`src/rtl/stack_guard_pkg.sv`:
```
// rtl/stack_guard_pkg.sv - shared encodings and FSM state type for the stack guard
package stack_guard_pkg;

  localparam logic [1:0] CFG_BASE  = 2'd0;
  localparam logic [1:0] CFG_LIMIT = 2'd1;
  localparam logic [1:0] CFG_SP    = 2'd2;

  localparam logic [1:0] FT_OVF = 2'b01;
  localparam logic [1:0] FT_UNF = 2'b10;

  typedef enum logic {
    IDLE = 1'b0,
    TRAP = 1'b1
  } state_e;

endpackage

```
`src/rtl/stack_region_check.sv`:
```
// rtl/stack_region_check.sv - combinational bounds/health check for one stack region
module stack_region_check #(
  parameter int DATA_W = 32
) (
  input  logic [DATA_W-1:0] base_i,
  input  logic [DATA_W-1:0] limit_i,
  input  logic [DATA_W-1:0] sp_i,
  input  logic [DATA_W-1:0] addr_i,
  output logic              ovf_o,
  output logic              unf_o,
  output logic              hit_o
);

  logic [DATA_W-1:0] span;
  logic [DATA_W-1:0] low;

  assign span = limit_i << 2;
  // An oversized limit would wrap below address 0; pin the region floor at 0 instead.
  assign low  = (span > base_i) ? '0 : (base_i - span);

  assign ovf_o = sp_i > base_i;
  assign unf_o = sp_i < low;
  assign hit_o = (addr_i >= low) && (addr_i <= base_i);

endmodule

```
`src/rtl/stack_guard_unit.sv`:
```
// rtl/stack_guard_unit.sv - multi-region stack guard: config, access masking, trap FSM
module stack_guard_unit
  import stack_guard_pkg::*;
#(
  parameter int DATA_W     = 32,
  parameter int NUM_STACKS = 2,
  parameter int SEL_W      = (NUM_STACKS > 1) ? $clog2(NUM_STACKS) : 1,
  parameter int CNT_W      = 8
) (
  input  logic              clk,
  input  logic              rst_n,
  input  logic              cfg_we,
  input  logic [SEL_W-1:0]  cfg_sel,
  input  logic [1:0]        cfg_field,
  input  logic [DATA_W-1:0] cfg_wdata,
  input  logic              acc_valid,
  input  logic [DATA_W-1:0] acc_addr,
  output logic              acc_allow,
  output logic              trap_req,
  input  logic              trap_ack,
  output logic [DATA_W-1:0] fault_addr,
  output logic [SEL_W-1:0]  fault_stack,
  output logic [1:0]        fault_type,
  output logic              fault_lost,
  output logic [CNT_W-1:0]  fault_count
);

  logic [DATA_W-1:0] base_q  [NUM_STACKS];
  logic [DATA_W-1:0] limit_q [NUM_STACKS];
  logic [DATA_W-1:0] sp_q    [NUM_STACKS];

  logic [NUM_STACKS-1:0] ovf;
  logic [NUM_STACKS-1:0] unf;
  logic [NUM_STACKS-1:0] hit;

  logic              blocked;
  logic [SEL_W-1:0]  sel_idx;
  logic [1:0]        sel_type;

  state_e            state_q, state_d;
  logic [DATA_W-1:0] addr_q, addr_d;
  logic [SEL_W-1:0]  stack_q, stack_d;
  logic [1:0]        type_q, type_d;
  logic              lost_q, lost_d;
  logic [CNT_W-1:0]  count_q, count_d;

  always_ff @(posedge clk or negedge rst_n) begin
    if (!rst_n) begin
      for (int s = 0; s < NUM_STACKS; s++) begin
        base_q[s]  <= '0;
        limit_q[s] <= '0;
        sp_q[s]    <= '0;
      end
    end else if (cfg_we) begin
      for (int s = 0; s < NUM_STACKS; s++) begin
        if (cfg_sel == SEL_W'(s)) begin
          case (cfg_field)
            CFG_BASE:  base_q[s]  <= cfg_wdata;
            CFG_LIMIT: limit_q[s] <= cfg_wdata;
            CFG_SP:    sp_q[s]    <= cfg_wdata;
            default:   ;
          endcase
        end
      end
    end
  end

  for (genvar g = 0; g < NUM_STACKS; g++) begin : g_region
    stack_region_check #(
      .DATA_W (DATA_W)
    ) u_check (
      .base_i  (base_q[g]),
      .limit_i (limit_q[g]),
      .sp_i    (sp_q[g]),
      .addr_i  (acc_addr),
      .ovf_o   (ovf[g]),
      .unf_o   (unf[g]),
      .hit_o   (hit[g])
    );
  end

  // Scan downwards so the lowest faulting index is the last one written.
  always_comb begin
    blocked  = 1'b0;
    sel_idx  = '0;
    sel_type = '0;
    for (int s = NUM_STACKS - 1; s >= 0; s--) begin
      if (acc_valid && hit[s] && (ovf[s] || unf[s])) begin
        blocked  = 1'b1;
        sel_idx  = SEL_W'(s);
        sel_type = (unf[s] ? FT_UNF : 2'b00) | (ovf[s] ? FT_OVF : 2'b00);
      end
    end
  end

  assign acc_allow = acc_valid && !blocked;

  always_comb begin
    state_d = state_q;
    addr_d  = addr_q;
    stack_d = stack_q;
    type_d  = type_q;
    lost_d  = lost_q;
    case (state_q)
      IDLE: begin
        if (blocked) begin
          state_d = TRAP;
          addr_d  = acc_addr;
          stack_d = sel_idx;
          type_d  = sel_type;
        end
      end
      TRAP: begin
        if (trap_ack) begin
          if (blocked) begin
            addr_d  = acc_addr;
            stack_d = sel_idx;
            type_d  = sel_type;
          end else begin
            state_d = IDLE;
            lost_d  = 1'b0;
          end
        end else if (blocked) begin
          lost_d = 1'b1;
        end
      end
      default: state_d = IDLE;
    endcase
  end

  always_comb begin
    count_d = count_q;
    if (blocked && (count_q != {CNT_W{1'b1}})) begin
      count_d = count_q + CNT_W'(1);
    end
  end

  always_ff @(posedge clk or negedge rst_n) begin
    if (!rst_n) begin
      state_q <= IDLE;
      addr_q  <= '0;
      stack_q <= '0;
      type_q  <= '0;
      lost_q  <= 1'b0;
      count_q <= '0;
    end else begin
      state_q <= state_d;
      addr_q  <= addr_d;
      stack_q <= stack_d;
      type_q  <= type_d;
      lost_q  <= lost_d;
      count_q <= count_d;
    end
  end

  assign trap_req    = (state_q == TRAP);
  assign fault_addr  = addr_q;
  assign fault_stack = stack_q;
  assign fault_type  = type_q;
  assign fault_lost  = lost_q;
  assign fault_count = count_q;

endmodule

```
`config.mk`:
```
export PLATFORM = sky130hd
export DESIGN_NAME = stack_guard_unit
export DESIGN_NICKNAME = d
export VERILOG_FILES = /design/src/rtl/stack_guard_pkg.sv /design/src/rtl/stack_region_check.sv /design/src/rtl/stack_guard_unit.sv
export SDC_FILE = /design/constraint.sdc
export NUM_CORES = 1
export LEC_CHECK = 0
export CORE_ASPECT_RATIO = 1.25
export CORE_UTILIZATION = 60
export DETAILED_ROUTE_END_ITERATION = 12
export GPL_ROUTABILITY_DRIVEN = 0
export PLACE_DENSITY_LB_ADDON = 0.1
export SYNTH_ARGS = -nofsm -noshare
export SYNTH_HDL_FRONTEND = slang
export SYNTH_SLANG_ARGS = --single-unit
```
`constraint.sdc`:
```
create_clock -name clk -period 12.28 [get_ports clk]
set_input_delay 3.07 -clock clk [delete_from_list [all_inputs] [get_ports clk]]
set_output_delay 3.07 -clock clk [all_outputs]
set_load 0.01 [all_outputs]
```
==> Yosys cells after proc, flatten, opt, wreduce, memory -nomap -nowiden <==
Index checks and enable logic that the tools add are counted.
{ "word_totals": {"input_bits": 72, "elab_cells": 80, "register_bits": 233, "output_inout_bits": 46} }
{ "classes": {"eq_ne": 5, "bitwise": 4, "add_sub_neg": 3, "mux": 26, "order_cmp": 10, "n_reduce_logical": 20} }
{ "ops": {"columns": ["operator", "n"], "rows": [
  ["> comparator 32 bit", 4],
  ["2-to-1 mux 32 bit", 4],
  ["greater-or-equal comparator 32 bit", 2],
  ["<= comparator 32 bit", 2],
  ["< comparator 32 bit", 2],
  ["case mux 32 bit (2 select lines)", 1],
  ["subtractor 32 bit", 2],
  ["AND reduction 3 bit", 7],
  ["2-to-1 mux 1 bit", 12],
  ["2-to-1 mux 2 bit", 6],
  ["adder 8 x 1 -> 8 bit, second input constant", 1],
  ["logical AND 1 bit", 8],
  ["inequality test 8 bit, second input constant", 1],
  ["inequality test 2 bit, second input constant", 2],
  ["bitwise OR 2 x 1 -> 2 bit", 2],
  ["case mux 1 bit (2 select lines)", 2],
  ["case mux 2 bit (2 select lines)", 1],
  ["== test 2 x 1 -> 1 bit, second input constant", 1],
  ["== test 2 bit, second input constant", 1],
  ["logical NOT 2 bit", 1],
  ["logical OR 1 bit", 2],
  ["NOT 1 bit", 2],
  ["nonzero test 2 bit", 1],
  ["logical NOT 1 bit", 1]
]} }

==> Longest topological paths before layout <==
Gate-level depths: netlist of run 1.
{ "depth": {"word_depth": 11, "mapped_depth": 26, "ltp_nobuf": 25} }

==> Modules after synthesis <==
A second synthesis of run 1 with hierarchy kept.
{ "hier_totals": {"hier_cells": 1820, "area_unflattened_um2": 18398.9} }
{ "by_module_without_submodules": {"columns": ["mod", "seq_area_each_um2", "area_each_um2", "cells_per_inst", "instances"], "rows": [
  ["stack_guard_unit", 5930.7, 8984.9, 540, 1],
  ["stack_region_check at g_region[0].u_check", 0.0, 4833.4, 660, 1],
  ["stack_region_check at g_region[1].u_check", 0.0, 4580.6, 620, 1]
]} }

==> Worst setup path before layout of run 1 <==
OpenSTA, ideal clock, no wires.
{ "synth_timing": {"path_type": "input-to-output", "startpoint": "input port acc_addr[20]", "endpoint": "output port acc_allow", "path_slack_ns": 3.998, "path_stages": 10, "t_arrival_ns": 5.212, "path_cell_list": "ha_1 nand2_1 or2_1 or4_1 a22o_1 a31o_2 o211ai_2 o31a_1 buf_2 and3_1"} }
{ "synth_between": {"elab_chain_len": 8, "word_cells_on_any_way": 14, "classes_between": "4 x order compare; 2 x mux; 8 x reduce/logical"} }
{ "synth_rtl": {"columns": ["element", "line_no", "text"], "rows": [
  ["start: declaration", "stack_guard_unit.sv:17", "input logic [DATA_W-1:0] acc_addr,"],
  ["greater-or-equal comparator 32 bit or <= comparator 32 bit (tied branches)", "stack_region_check.sv:23", "assign hit_o = (addr_i >= low) && (addr_i <= base_i);"],
  ["logical AND 1 bit", "stack_region_check.sv:23", null],
  ["logical AND 1 bit (2 in a row)", "stack_guard_unit.sv:88", "if (acc_valid && hit[s] && (ovf[s] || unf[s])) begin"],
  ["2-to-1 mux 1 bit", "stack_guard_unit.sv:88", null],
  ["2-to-1 mux 1 bit (*)", "stack_guard_unit.sv:88", null],
  ["logical NOT 1 bit (*)", "stack_guard_unit.sv:96", "assign acc_allow = acc_valid && !blocked;"],
  ["logical AND 1 bit (*)", "stack_guard_unit.sv:96", null],
  ["end: declaration", "stack_guard_unit.sv:18", "output logic acc_allow,"]
]} }
Every way passes the cells marked *; elsewhere a longest branch is shown, timed or not.

==> Worst setup path after layout of run 1 <==
{ "layout_timing": {"startpoint": "register base_q[34] (netlist name)", "endpoint": "output port acc_allow"} }
{ "layout_between": {"elab_chain_len": 9, "word_cells_on_any_way": 14, "classes_between": "1 x add/sub; 5 x order compare; 2 x mux; 6 x reduce/logical"} }
{ "layout_rtl": {"columns": ["element", "line_no", "text"], "rows": [
  ["start: declaration", "stack_guard_unit.sv:28", "logic [DATA_W-1:0] base_q [NUM_STACKS];"],
  ["start signal: indexed assignment", "stack_guard_unit.sv:58", "CFG_BASE: base_q[s] <= cfg_wdata;"],
  ["subtractor 32 bit or > comparator 32 bit (tied branches)", "stack_region_check.sv:19", "assign low = (span > base_i) ? '0 : (base_i - span);"],
  ["2-to-1 mux 32 bit", "stack_region_check.sv:19", null],
  ["greater-or-equal comparator 32 bit", "stack_region_check.sv:23", null],
  ["logical AND 1 bit", "stack_region_check.sv:23", null],
  ["logical AND 1 bit", "stack_guard_unit.sv:88", null],
  ["logical AND 1 bit (*)", "stack_guard_unit.sv:88", null],
  ["2-to-1 mux 1 bit (*)", "stack_guard_unit.sv:88", null],
  ["logical NOT 1 bit (*)", "stack_guard_unit.sv:96", null],
  ["logical AND 1 bit (*)", "stack_guard_unit.sv:96", null]
]} }
Marked as above.

==> metrics.txt, run 1 <==
fillers=~2400; most common library cell in the layout ignoring fill and taps=sky130_fd_sc_hd__ha_1; CTS tree=built; TritonCTS buffer count=26; internal power=~0.0025 W; hold-fix buffer count after cts=0; unique cell type count in the Yosys netlist=72; warnings from Yosys=0; endpoint arrival time on the critical path=~7.3 ns; number of placement rows=70; crit path buf inv count=4; grt ovf=0; data required time at the worst endpoint=between 9 and 10 ns; maximum capacitance violations=0; power per unit of standard cell area=212 nW/µm²; Comb power frac=0.549; relative contribution of sequential cells to total power=0.260; Worst setup EP type=primary output; Core Box Area=roughly 30000 µm²; portion of total power attributed to the clock network=0.192; Setup CP Type=register to primary output; Max stage delay cell, worst path=sky130_fd_sc_hd__nor4_1; worst-path fanout max=31; count of cells resized by post-cts repair=0; width of the die=156 µm; slew at the pin closest to its max-slew limit=1.00 ns; share of final-layout standard cells stronger than drive strength 1=0.0878; number of nets still failing antenna checks after routing=0; final hold vios=0; net switching component of the power=0.00179 W; EDFF count, synth=0; net count reported at finish=2398; result of the run=finished, final reports clean; most frequent cells in the layout=sky130_fd_sc_hd__ha_1, sky130_fd_sc_hd__dfrtp_1, sky130_fd_sc_hd__nand2_1; overall die height=195 µm; overall routing resource usage=0.342; largest net degree at the start of global routing=88; clock transition at the registers of the reported paths=~0.06 ns; Vias=15000; initial cell density of the core=0.610; ratio of final minimum period to clock period=0.845; normalized max-slew margin=0.333; flip-flop and latch count after synthesis=233; DRC Markers=0; post-synthesis sequential area ratio=0.327; synthesized instance count=roughly 1900; cell area after synthesis=17800 µm²; path type of the worst min-delay path=register to register; cell depth of the worst hold path=1; kind of cell with the highest combined delay on the critical path=simple AND/OR/NAND/NOR gates; CTS Root Buffer Type=sky130_fd_sc_hd__clkbuf_16; FF-to-FF path depth=24; total clock sinks=233; Worst Clk Skew=between 0.01 and 0.015 ns; maximum clock insertion buffer count=3; post-layout min period=10.37 ns; layout overhead on the synthesized area=14.0%; Primary FF master, synth=sky130_fd_sc_hd__dfrtp_1; count of buffers added by post-CTS timing repair for setup=0; First-pass DRT Iterations=5; top cell type by total area after synthesis=sky130_fd_sc_hd__dfrtp_1; mean routed wirelength per cell=20.9 µm; Fin Setup TNS=0 ns; clock latency on the worst-skew pair=0.56 ns; die area=30400 µm²; via count of the first global-routing pass=15100; number of input and output port buffers inserted=117; area share of the leading cell type in the synthesized netlist=0.327; fmax=96.4 MHz; number of DRC violations after detailed-routing iteration 0=slightly below 800; largest cells by area after synthesis=sky130_fd_sc_hd__dfrtp_1, sky130_fd_sc_hd__ha_1, sky130_fd_sc_hd__mux2_2; unrepaired setup endpoints after global routing=no; synthesized netlist net count=2283; first-pass GRT wire length=79800 µm; total count of max-transition violations in the final report=0; total routed wirelength=slightly above 50000 µm; Finished Core Util=0.695; number of vias per cell=6.19; number of top-level pins=118; crit path cell chain=inv_1, ha_1, inv_1, fa_1, a211oi_1, o21ai_1, a31o_2, and3_1, o2111ai_1, nand2_1, nand3_1, mux2i_1, a311oi_1, ha_1, nand4_1, nor4_1, o211ai_1, o211ai_1, nor3_1, inv_1, a221o_1, and3_1, clkdlybuf4s50_1; average footprint of a synthesized cell=9.42 µm²; worst stage delay on the critical path=0.70 ns; number of cells on the critical path=23; final setup vio count=0; switching part of the total power=0.416; post-synthesis async set-or-reset flop share=1.00; worst ir drop on vdd=0.147 mV; leakage power summed over all cells=9.33 nW; DP Wirelength=39600 µm; most repeated library cell on the critical path=sky130_fd_sc_hd__inv_1; worst hold margin=0.486 ns; CTS H-Tree Depth=1; kind of start point of the critical path=register; number of antenna violations at the first check in global routing=1
## layer usage
metal | vias to the layer above | GRT usage | routed length (µm)
met1 | 7148 | 0.388 | 19700
met5 | - | 0 | 0
li1 | 7137 | - | -
met4 | 0 | 0.256 | 4250
met2 | 520 | 0.588 | 24200
met3 | 205 | 0.0355 | 2540
## per-stage QoR
| step | setup WS, ns | area [µm²] | power, W | std cells |
|---|---|---|---|---|
| 6_report | 1.91 | 20300 | 0.00430 | 2424 |
| 5_1_grt | 1.34 | 20300 | 0.00464 | 2424 |
| 4_1_cts | 1.90 | 20300 | 0.00429 | 2423 |
| 3_5_place_dp | 2.49 | 19400 | 0.00344 | 2376 |
| 3_3_place_gp | 2.54 | 19400 | 0.00336 | 2376 |
| 2_1_floorplan | 4.00 | 17800 | 0.00273 | 1893 |
## power by group through the flow
| stage | logic, W | registers, W | clock network [W] |
|---|---|---|---|
| 6_report | 0.00236 | 0.00112 | 0.000824 |
| 5_1_grt | 0.00264 | 0.00114 | 0.000864 |
| 4_1_cts | 0.00234 | 0.00112 | 0.000838 |
| 3_5_place_dp | 0.00231 | 0.00113 | 0 |
| 3_3_place_gp | 0.00224 | 0.00112 | 0 |
| 2_1_floorplan | 0.00161 | 0.00112 | 0 |
## final cells by class
| class | instances | area, µm² | area share |
|---|---|---|---|
| Multi-Input combinational cell | 1459 | 11200 | 0.553 |
| Sequential cell | 233 | 5830 | 0.287 |
| Timing Repair Buffer | 127 | 1250 | 0.0616 |
| Clock buffer | 36 | 759 | 0.0374 |
| Inverter | 161 | 604 | 0.0297 |
| Tap cell | 396 | 495 | 0.0244 |
| Clock inverter | 11 | 135 | 0.00665 |
| Antenna cell | 1 | 2.50 | 0.000123 |
## sequential cells by signal, summed over array words and instances (netlist names)
name,cells
trap_req,1
limit_q,60
base_q,64
sp_q,64
fault_type,2
fault_stack,1
fault_addr,32
fault_lost,1
fault_count,8
## synthesized netlist by cell type, types with 5 or more instances
library cell,n
sky130_fd_sc_hd__and2_1,7
sky130_fd_sc_hd__or4_1,6
sky130_fd_sc_hd__o21bai_1,6
sky130_fd_sc_hd__a21o_1,48
sky130_fd_sc_hd__o31ai_1,6
sky130_fd_sc_hd__inv_1,161
sky130_fd_sc_hd__or3_1,7
sky130_fd_sc_hd__o211ai_1,25
sky130_fd_sc_hd__a2111oi_0,5
sky130_fd_sc_hd__o21ai_0,168
sky130_fd_sc_hd__o22ai_1,9
sky130_fd_sc_hd__dfrtp_1,233
sky130_fd_sc_hd__nand2b_1,14
sky130_fd_sc_hd__xnor2_1,28
sky130_fd_sc_hd__mux2_1,29
sky130_fd_sc_hd__and3_1,14
sky130_fd_sc_hd__nand4_1,33
sky130_fd_sc_hd__a21boi_0,7
sky130_fd_sc_hd__ha_1,316
sky130_fd_sc_hd__nor2b_1,9
sky130_fd_sc_hd__clkbuf_1,33
sky130_fd_sc_hd__nand2_1,207
sky130_fd_sc_hd__nor3_1,21
sky130_fd_sc_hd__nor4_1,8
sky130_fd_sc_hd__nor2_1,68
sky130_fd_sc_hd__and4_1,7
sky130_fd_sc_hd__nand3_1,42
sky130_fd_sc_hd__mux2_2,106
sky130_fd_sc_hd__xor2_1,15
sky130_fd_sc_hd__a21oi_1,117
sky130_fd_sc_hd__o21a_1,20
sky130_fd_sc_hd__a211oi_1,27
sky130_fd_sc_hd__a211o_1,6
## final timing paths
| kind | to | startpoint | slack (ns) |
|---|---|---|---|
| setup / recovery | acc_allow | base_q[34]$_DFFE_PN0P_ | 1.91 |
| hold / removal | fault_addr[19]$_DFFE_PN0P_ | fault_addr[19]$_DFFE_PN0P_ | 0.49 |
| setup reg to reg | fault_addr[25]$_DFFE_PN0P_ | base_q[34]$_DFFE_PN0P_ | 5.09 |
| hold reg to reg | fault_addr[19]$_DFFE_PN0P_ | fault_addr[19]$_DFFE_PN0P_ | 0.49 |
| max in group asynchronous | fault_count[3]$_DFFE_PN0P_ | rst_n | 8.31 |
| min in group asynchronous | limit_q[56]$_DFFE_PN0P_ | rst_n | 2.51 |
## cells by family after synthesis
logic type | after synthesis | share of synthesized area
multiplexers | 137 | 0.0864
adder cells (fa/ha/maj) | 318 | 0.224
buffers and inverters | 201 | 0.0437
flip-flops | 233 | 0.327
AO/OA/AOI/OAI | 503 | 0.178
AND/OR/NAND/NOR | 458 | 0.120
XOR/XNOR | 43 | 0.0211
(Power assumes the default switching activity.)
==> inputs of run 2 (changes only) <==
Clock period 12.28 ns to 10.3 ns, I/O delays scaled along.
==> run 2 against run 1 <==
Clock skew is 0.019 ns higher. Sequential cell count is the same. Critical endpoint unchanged. Cell count increased by 0.25%. Clock power grew 29%. Highest routed layer unchanged.
==> metrics.txt, run 2 (synthesis results as in run 1) <==
result of the run=finished, final reports clean; overall routing resource usage=0.345 (+0.00343); path type of the worst min-delay path=register to register; area of the multi-input gates=11200 µm² (unchanged); Comb power frac=0.541 (-0.008); total count of max-transition violations in the final report=0 (unchanged); Vias=15100 (+0.82%); number of placement rows=70 (unchanged); worst ir drop on vdd=0.165 mV (+12%); portion of total power attributed to the clock network=0.203 (+0.011); Finished Core Util=0.698 (+0.00321); biggest regs=base_q (64), sp_q (64), limit_q (60); switching part of the total power=0.415 (about the same); First-pass DRT Iterations=5 (unchanged); worst hold margin=0.491 ns (+0.00499 ns); die area=30400 µm² (unchanged); width of the die=156 µm (unchanged); DP Wirelength=39800 µm (+0.45%); fillers=2409 (+1.4%); mean routed wirelength per cell=21.1 µm (+1.1%); overall die height=195 µm (unchanged); TritonCTS buffer count=27 (+3.8%); largest net degree at the start of global routing=115 (+31%); total clock sinks=233 (unchanged); power per unit of standard cell area=255 nW/µm² (+21%); number of top-level pins=118 (unchanged); final hold vios=0 (unchanged); first-pass GRT wire length=80500 µm (+0.86%); Max stage delay cell, worst path=sky130_fd_sc_hd__nor4_1; final setup vio count=0 (unchanged); post-layout min period=9.80 ns; most repeated library cell on the critical path=sky130_fd_sc_hd__inv_1; leakage power summed over all cells=9.37 nW (+0.43%); relative contribution of sequential cells to total power=0.256 (-0.004); number of input and output port buffers inserted=117 (unchanged); total routed wirelength=51400 µm (+1.4%); slew at the pin closest to its max-slew limit=0.966 ns (-0.0345 ns); maximum clock insertion buffer count=3 (unchanged); Setup CP Type=register to primary output; number of antenna violations at the first check in global routing=2 (+1); Fin Setup TNS=0 ns (unchanged); number of vias per cell=6.23 (+0.57%); maximum capacitance violations=0 (unchanged); internal power=0.00305 W (+21%); normalized max-slew margin=0.350 (+0.0171); net switching component of the power=0.00216 W (+21%); layout overhead on the synthesized area=14.5%; hold-fix buffer count after cts=0 (unchanged); endpoint arrival time on the critical path=7.23 ns (-0.07 ns); worst stage delay on the critical path=0.86 ns (+0.16 ns); kind of start point of the critical path=register; initial cell density of the core=0.610 (unchanged); unrepaired setup endpoints after global routing=no; Worst setup EP type=primary output; net count reported at finish=2401 (+0.13%); crit path buf inv count=4 (unchanged); count of cells resized by post-cts repair=0 (unchanged); clock transition at the registers of the reported paths=0.07 ns (about the same); count of buffers added by post-CTS timing repair for setup=0 (unchanged); number of nets still failing antenna checks after routing=0 (unchanged); share of final-layout standard cells stronger than drive strength 1=0.0915 (+0.00372); Core Box Area=29300 µm² (unchanged); most frequent cells in the layout=sky130_fd_sc_hd__ha_1, sky130_fd_sc_hd__dfrtp_1, sky130_fd_sc_hd__nand2_1; worst-path fanout max=11 (-65%); ratio of final minimum period to clock period=0.952; CTS tree=built; via count of the first global-routing pass=15200 (+0.74%); sequential standard cell area=5830 µm² (unchanged); crit path cell chain=inv_1, ha_1, inv_1, fa_1, a211oi_1, o21ai_1, a31o_2, and3_1, o2111ai_1, nand2_1, nand3_1, mux2i_1, a311oi_1, ha_1, nand4_1, nor4_1, o211ai_1, o211ai_1, nor3_1, inv_1, a221o_1, and3_1, clkdlybuf4s50_1; most common library cell in the layout ignoring fill and taps=sky130_fd_sc_hd__ha_1; clock latency on the worst-skew pair=0.58 ns (+0.02 ns); CTS Root Buffer Type=sky130_fd_sc_hd__clkbuf_16; grt ovf=0 (unchanged); data required time at the worst endpoint=7.73 ns (-1.48 ns); kind of cell with the highest combined delay on the critical path=compound AO/OA/AOI/OAI gates; DRC Markers=0 (unchanged); number of DRC violations after detailed-routing iteration 0=939 (+21%); CTS H-Tree Depth=1 (unchanged); Worst Clk Skew=0.0307 ns (+0.0190 ns); fmax=102 MHz
run 2: cell count changes in the layout (fill, tap and decap cells not counted), sizes merged:
cell and change:
clkinv +2, buf +2, clkinvlp +2, clkbuf -4
diode +1, inv +1, bufinv +2
run 2: worst paths after layout:
kind	startpoint	to	slack (ns)	depth (start not counted)
setup / recovery	base_q[34]$_DFFE_PN0P_	acc_allow	0.50	23
hold / removal	fault_addr[12]$_DFFE_PN0P_	fault_addr[12]$_DFFE_PN0P_	0.49	1
setup reg to reg	base_q[34]$_DFFE_PN0P_	fault_addr[20]$_DFFE_PN0P_	3.08	24
hold reg to reg	fault_addr[12]$_DFFE_PN0P_	fault_addr[12]$_DFFE_PN0P_	0.49	1
max in group asynchronous	rst_n	sp_q[46]$_DFFE_PN0P_	6.68	2
min in group asynchronous	rst_n	sp_q[61]$_DFFE_PN0P_	2.11	1
run 2: power by group through the flow:
stage,clock network [W],logic [W],registers [W]
6_report,0.00106,0.00282,0.00133
5_1_grt,0.00110,0.00315,0.00136
4_1_cts,0.00106,0.00279,0.00133
3_5_place_dp,0,0.00276,0.00135
3_3_place_gp,0,0.00267,0.00134
2_1_floorplan,0,0.00192,0.00134
run 2: per-stage QoR:
step / area, µm² / power [W] / worst slack, ns / std cells
3_3_place_gp: 19400 / 0.00400 / 1.47 / 2378
2_1_floorplan: 17800 / 0.00326 / 3.01 / 1893
5_1_grt: 20400 / 0.00561 / 0.240 / 2429
4_1_cts: 20400 / 0.00519 / 0.759 / 2428
3_5_place_dp: 19400 / 0.00411 / 1.36 / 2378
6_report: 20400 / 0.00521 / 0.495 / 2430
run 2: layer usage:
metal / global-route usage / up-vias / wire length (µm)
li1: - / 7156 / -
met4: 0.248 / 0 / 4140
met2: 0.600 / 495 / 24800
met1: 0.389 / 7269 / 20100
met3: 0.0388 / 213 / 2380
met5: 0 / - / 0
run 2: area by class of cell:
type / count / share of cell area
diodes: 2 / 0.000245
multi-input cells: 1459 / 0.551
flip-flops and latches: 233 / 0.286
inverters: 161 / 0.0296
clock buffers: 32 / 0.0360
well taps: 396 / 0.0243
repair buffers: 129 / 0.0620
clock inverters: 18 / 0.0116
==> inputs of run 3 (changes only) <==
Settings changed: CORE_UTILIZATION 60 to 35, MAX_ROUTING_LAYER set to met4.
==> run 3 against run 2 <==
Critical path depth unchanged. Register-to-register slack better by 0.33 ns. Utilization down 29 points. Clock-buffer cell count up 10. Die area up 70%. Power up 0.34%. Sequential share of layout area down 0.45 points. First-iteration DRC count down 16%. Critical path type unchanged. Largest cell class unchanged. Largest power group unchanged.
==> metrics.txt, run 3 (synthesis results as in run 1) <==
via count of the first global-routing pass=14700 (-3.5%); layout overhead on the synthesized area=16.3%; share of final-layout standard cells stronger than drive strength 1=0.0914 (-0.000180); kind of start point of the critical path=register; DP Wirelength=45700 µm (+15%); most frequent cells in the layout=sky130_fd_sc_hd__ha_1, sky130_fd_sc_hd__dfrtp_1, sky130_fd_sc_hd__nand2_1; Vias=14700 (-3.2%); clock transition at the registers of the reported paths=0.06 ns (about the same); number of DRC violations after detailed-routing iteration 0=791 (-16%); net count reported at finish=2406 (+0.21%); number of placement rows=92 (+31%); initial cell density of the core=0.354 (-0.256); worst hold margin=0.485 ns (-0.00551 ns); power per unit of standard cell area=252 nW/µm² (-1.3%); crit path cell chain=inv_1, ha_1, inv_1, fa_1, a211oi_1, o21ai_1, a31o_2, and3_1, o2111ai_1, nand2_1, nand3_1, mux2i_1, a311oi_1, ha_1, nand4_1, nor4_1, o211ai_1, o211ai_1, nor3_1, inv_1, a221o_1, and3_1, clkdlybuf4s50_1; leakage power summed over all cells=9.39 nW (+0.23%); uppermost routed layer=met4; maximum clock insertion buffer count=3 (unchanged); cell depth of the worst hold path=1 (unchanged); TritonCTS buffer count=29 (+7.4%); slew at the pin closest to its max-slew limit=0.965 ns (-0.000812 ns); count of cells resized by post-cts repair=0 (unchanged); worst stage delay on the critical path=0.81 ns (-0.05 ns); grt ovf=0 (unchanged); normalized max-slew margin=0.357 (+0.00648); internal reg-to-reg setup slack=3.41 ns (+0.33 ns); count of buffers added by post-CTS timing repair for setup=0 (unchanged); overall routing resource usage=0.234 (-0.111); Max stage delay cell, worst path=sky130_fd_sc_hd__nor4_1; worst-path fanout max=11 (unchanged); number of nets still failing antenna checks after routing=0 (unchanged); worst hold endpoint=fault_addr[21]$_DFFE_PN0P_; Crit Reg-Reg Endpoint=fault_addr[31]$_DFFE_PN0P_; largest net degree at the start of global routing=102 (-11%); overall die height=254 µm (+31%); total routed wirelength=57900 µm (+13%); final hold vios=0 (unchanged); hold-fix buffer count after cts=0 (unchanged); total routed wire length on the met1 layer=24300 µm (+21%); first-pass GRT wire length=88600 µm (+10%); hold path start=fault_addr[21]$_DFFE_PN0P_; result of the run=finished, final reports clean; launching point of the worst reg2reg path=base_q[34]$_DFFE_PN0P_; path type of the worst min-delay path=register to register; die area=51900 µm² (+70%); fillers=5103 (+110%); most repeated library cell on the critical path=sky130_fd_sc_hd__inv_1; mean routed wirelength per cell=21.5 µm (+1.5%); Fin Setup TNS=0 ns (unchanged); worst-case setup slack after placement=1.34 ns (-0.0197 ns); number of antenna violations at the first check in global routing=1 (-1); biggest regs=base_q (64), sp_q (64), limit_q (60); First-pass DRT Iterations=5 (unchanged); total clock sinks=233 (unchanged); detailed route wirelength on metal2=28900 µm (+17%); Core Box Area=50400 µm² (+72%); final setup vio count=0 (unchanged); routed length on met3=2210 µm (-7.3%); number of input and output port buffers inserted=117 (unchanged); number of top-level pins=118 (unchanged); maximum capacitance violations=0 (unchanged); unrepaired setup endpoints after global routing=no; ratio of final minimum period to clock period=0.924 (-0.0278); data required time at the worst endpoint=7.73 ns (about the same); Worst setup EP type=primary output; FF-to-FF path depth=24 (unchanged); DRC Markers=0 (unchanged); crit path buf inv count=4 (unchanged); CTS H-Tree Depth=1 (unchanged); CTS tree=built; endpoint arrival time on the critical path=6.94 ns (-0.29 ns); number of vias per cell=5.44 (-13%); worst ir drop on vdd=0.162 mV (-1.7%); post-route worst setup slack=0.782 ns (+0.287 ns); width of the die=204 µm (+31%); fmax=105 MHz (+3.0%); CTS Root Buffer Type=sky130_fd_sc_hd__clkbuf_16; clock latency on the worst-skew pair=0.58 ns (about the same); kind of cell with the highest combined delay on the critical path=compound AO/OA/AOI/OAI gates; post-layout min period=9.52 ns (-0.287 ns); most common library cell in the layout ignoring fill and taps=sky130_fd_sc_hd__ha_1; Worst Clk Skew=0.0154 ns (-0.0152 ns); total count of max-transition violations in the final report=0 (unchanged); Setup CP Type=register to primary output
[run 3: cell types whose count changed in the layout (fill, tap and decap cells not counted), sizes merged]
cell and change:
clkbuf +10, bufinv -3, clkinvlp -4, clkinv -1, inv -1, buf +3, diode -1
[run 3: area by class of cell]
class | instances | area [µm²] | share of cell area
repair buffers | 132 | 1290 | 0.0621
flip-flops and latches | 233 | 5830 | 0.281
inverters | 161 | 604 | 0.0291
well taps | 658 | 823 | 0.0397
multi-input cells | 1459 | 11200 | 0.542
clock inverters | 9 | 98.8 | 0.00476
diodes | 1 | 2.50 | 0.000121
clock buffers | 42 | 855 | 0.0412
[run 3: report_power, final]
part	internal, W	switching, W	leakage (nW)	total, W
logic	0.00125	0.00160	6.10	0.00284
clock network	0.000618	0.000423	0.477	0.00104
registers	0.00116	0.000179	2.81	0.00134
[run 3: worst max path at each step]
stage                                      start        end  slack, ns  depth (start not counted)
final                     base_q[34]$_DFFE_PN0P_  acc_allow       0.78                         23
after global routing      base_q[34]$_DFFE_PN0P_  acc_allow       0.15                         23
after CTS                 base_q[34]$_DFFE_PN0P_  acc_allow       0.72                         23
after detailed placement            acc_addr[12]  acc_allow       1.34                         12
after global placement              acc_addr[12]  acc_allow       1.35                         12
after floorplan                     acc_addr[20]  acc_allow       3.01                         10
[run 3: per-stage QoR]
step                cells  cell area [µm²]  total power (W)  utilization
floorplan            1893            17800          0.00326            -
global placement     2643            19800          0.00414        0.393
detailed placement   2643            19800          0.00419        0.393
CTS                  2694            20700          0.00527        0.411
global route         2694            20700          0.00569        0.411
finish               2695            20700          0.00523        0.411
[run 3: layer usage]
layer	global-route usage	vias up
met3	0.0226	106
met1	0.272	7054
met2	0.410	342
met4	0.0956	0
li1	-	7154
met5	-	-
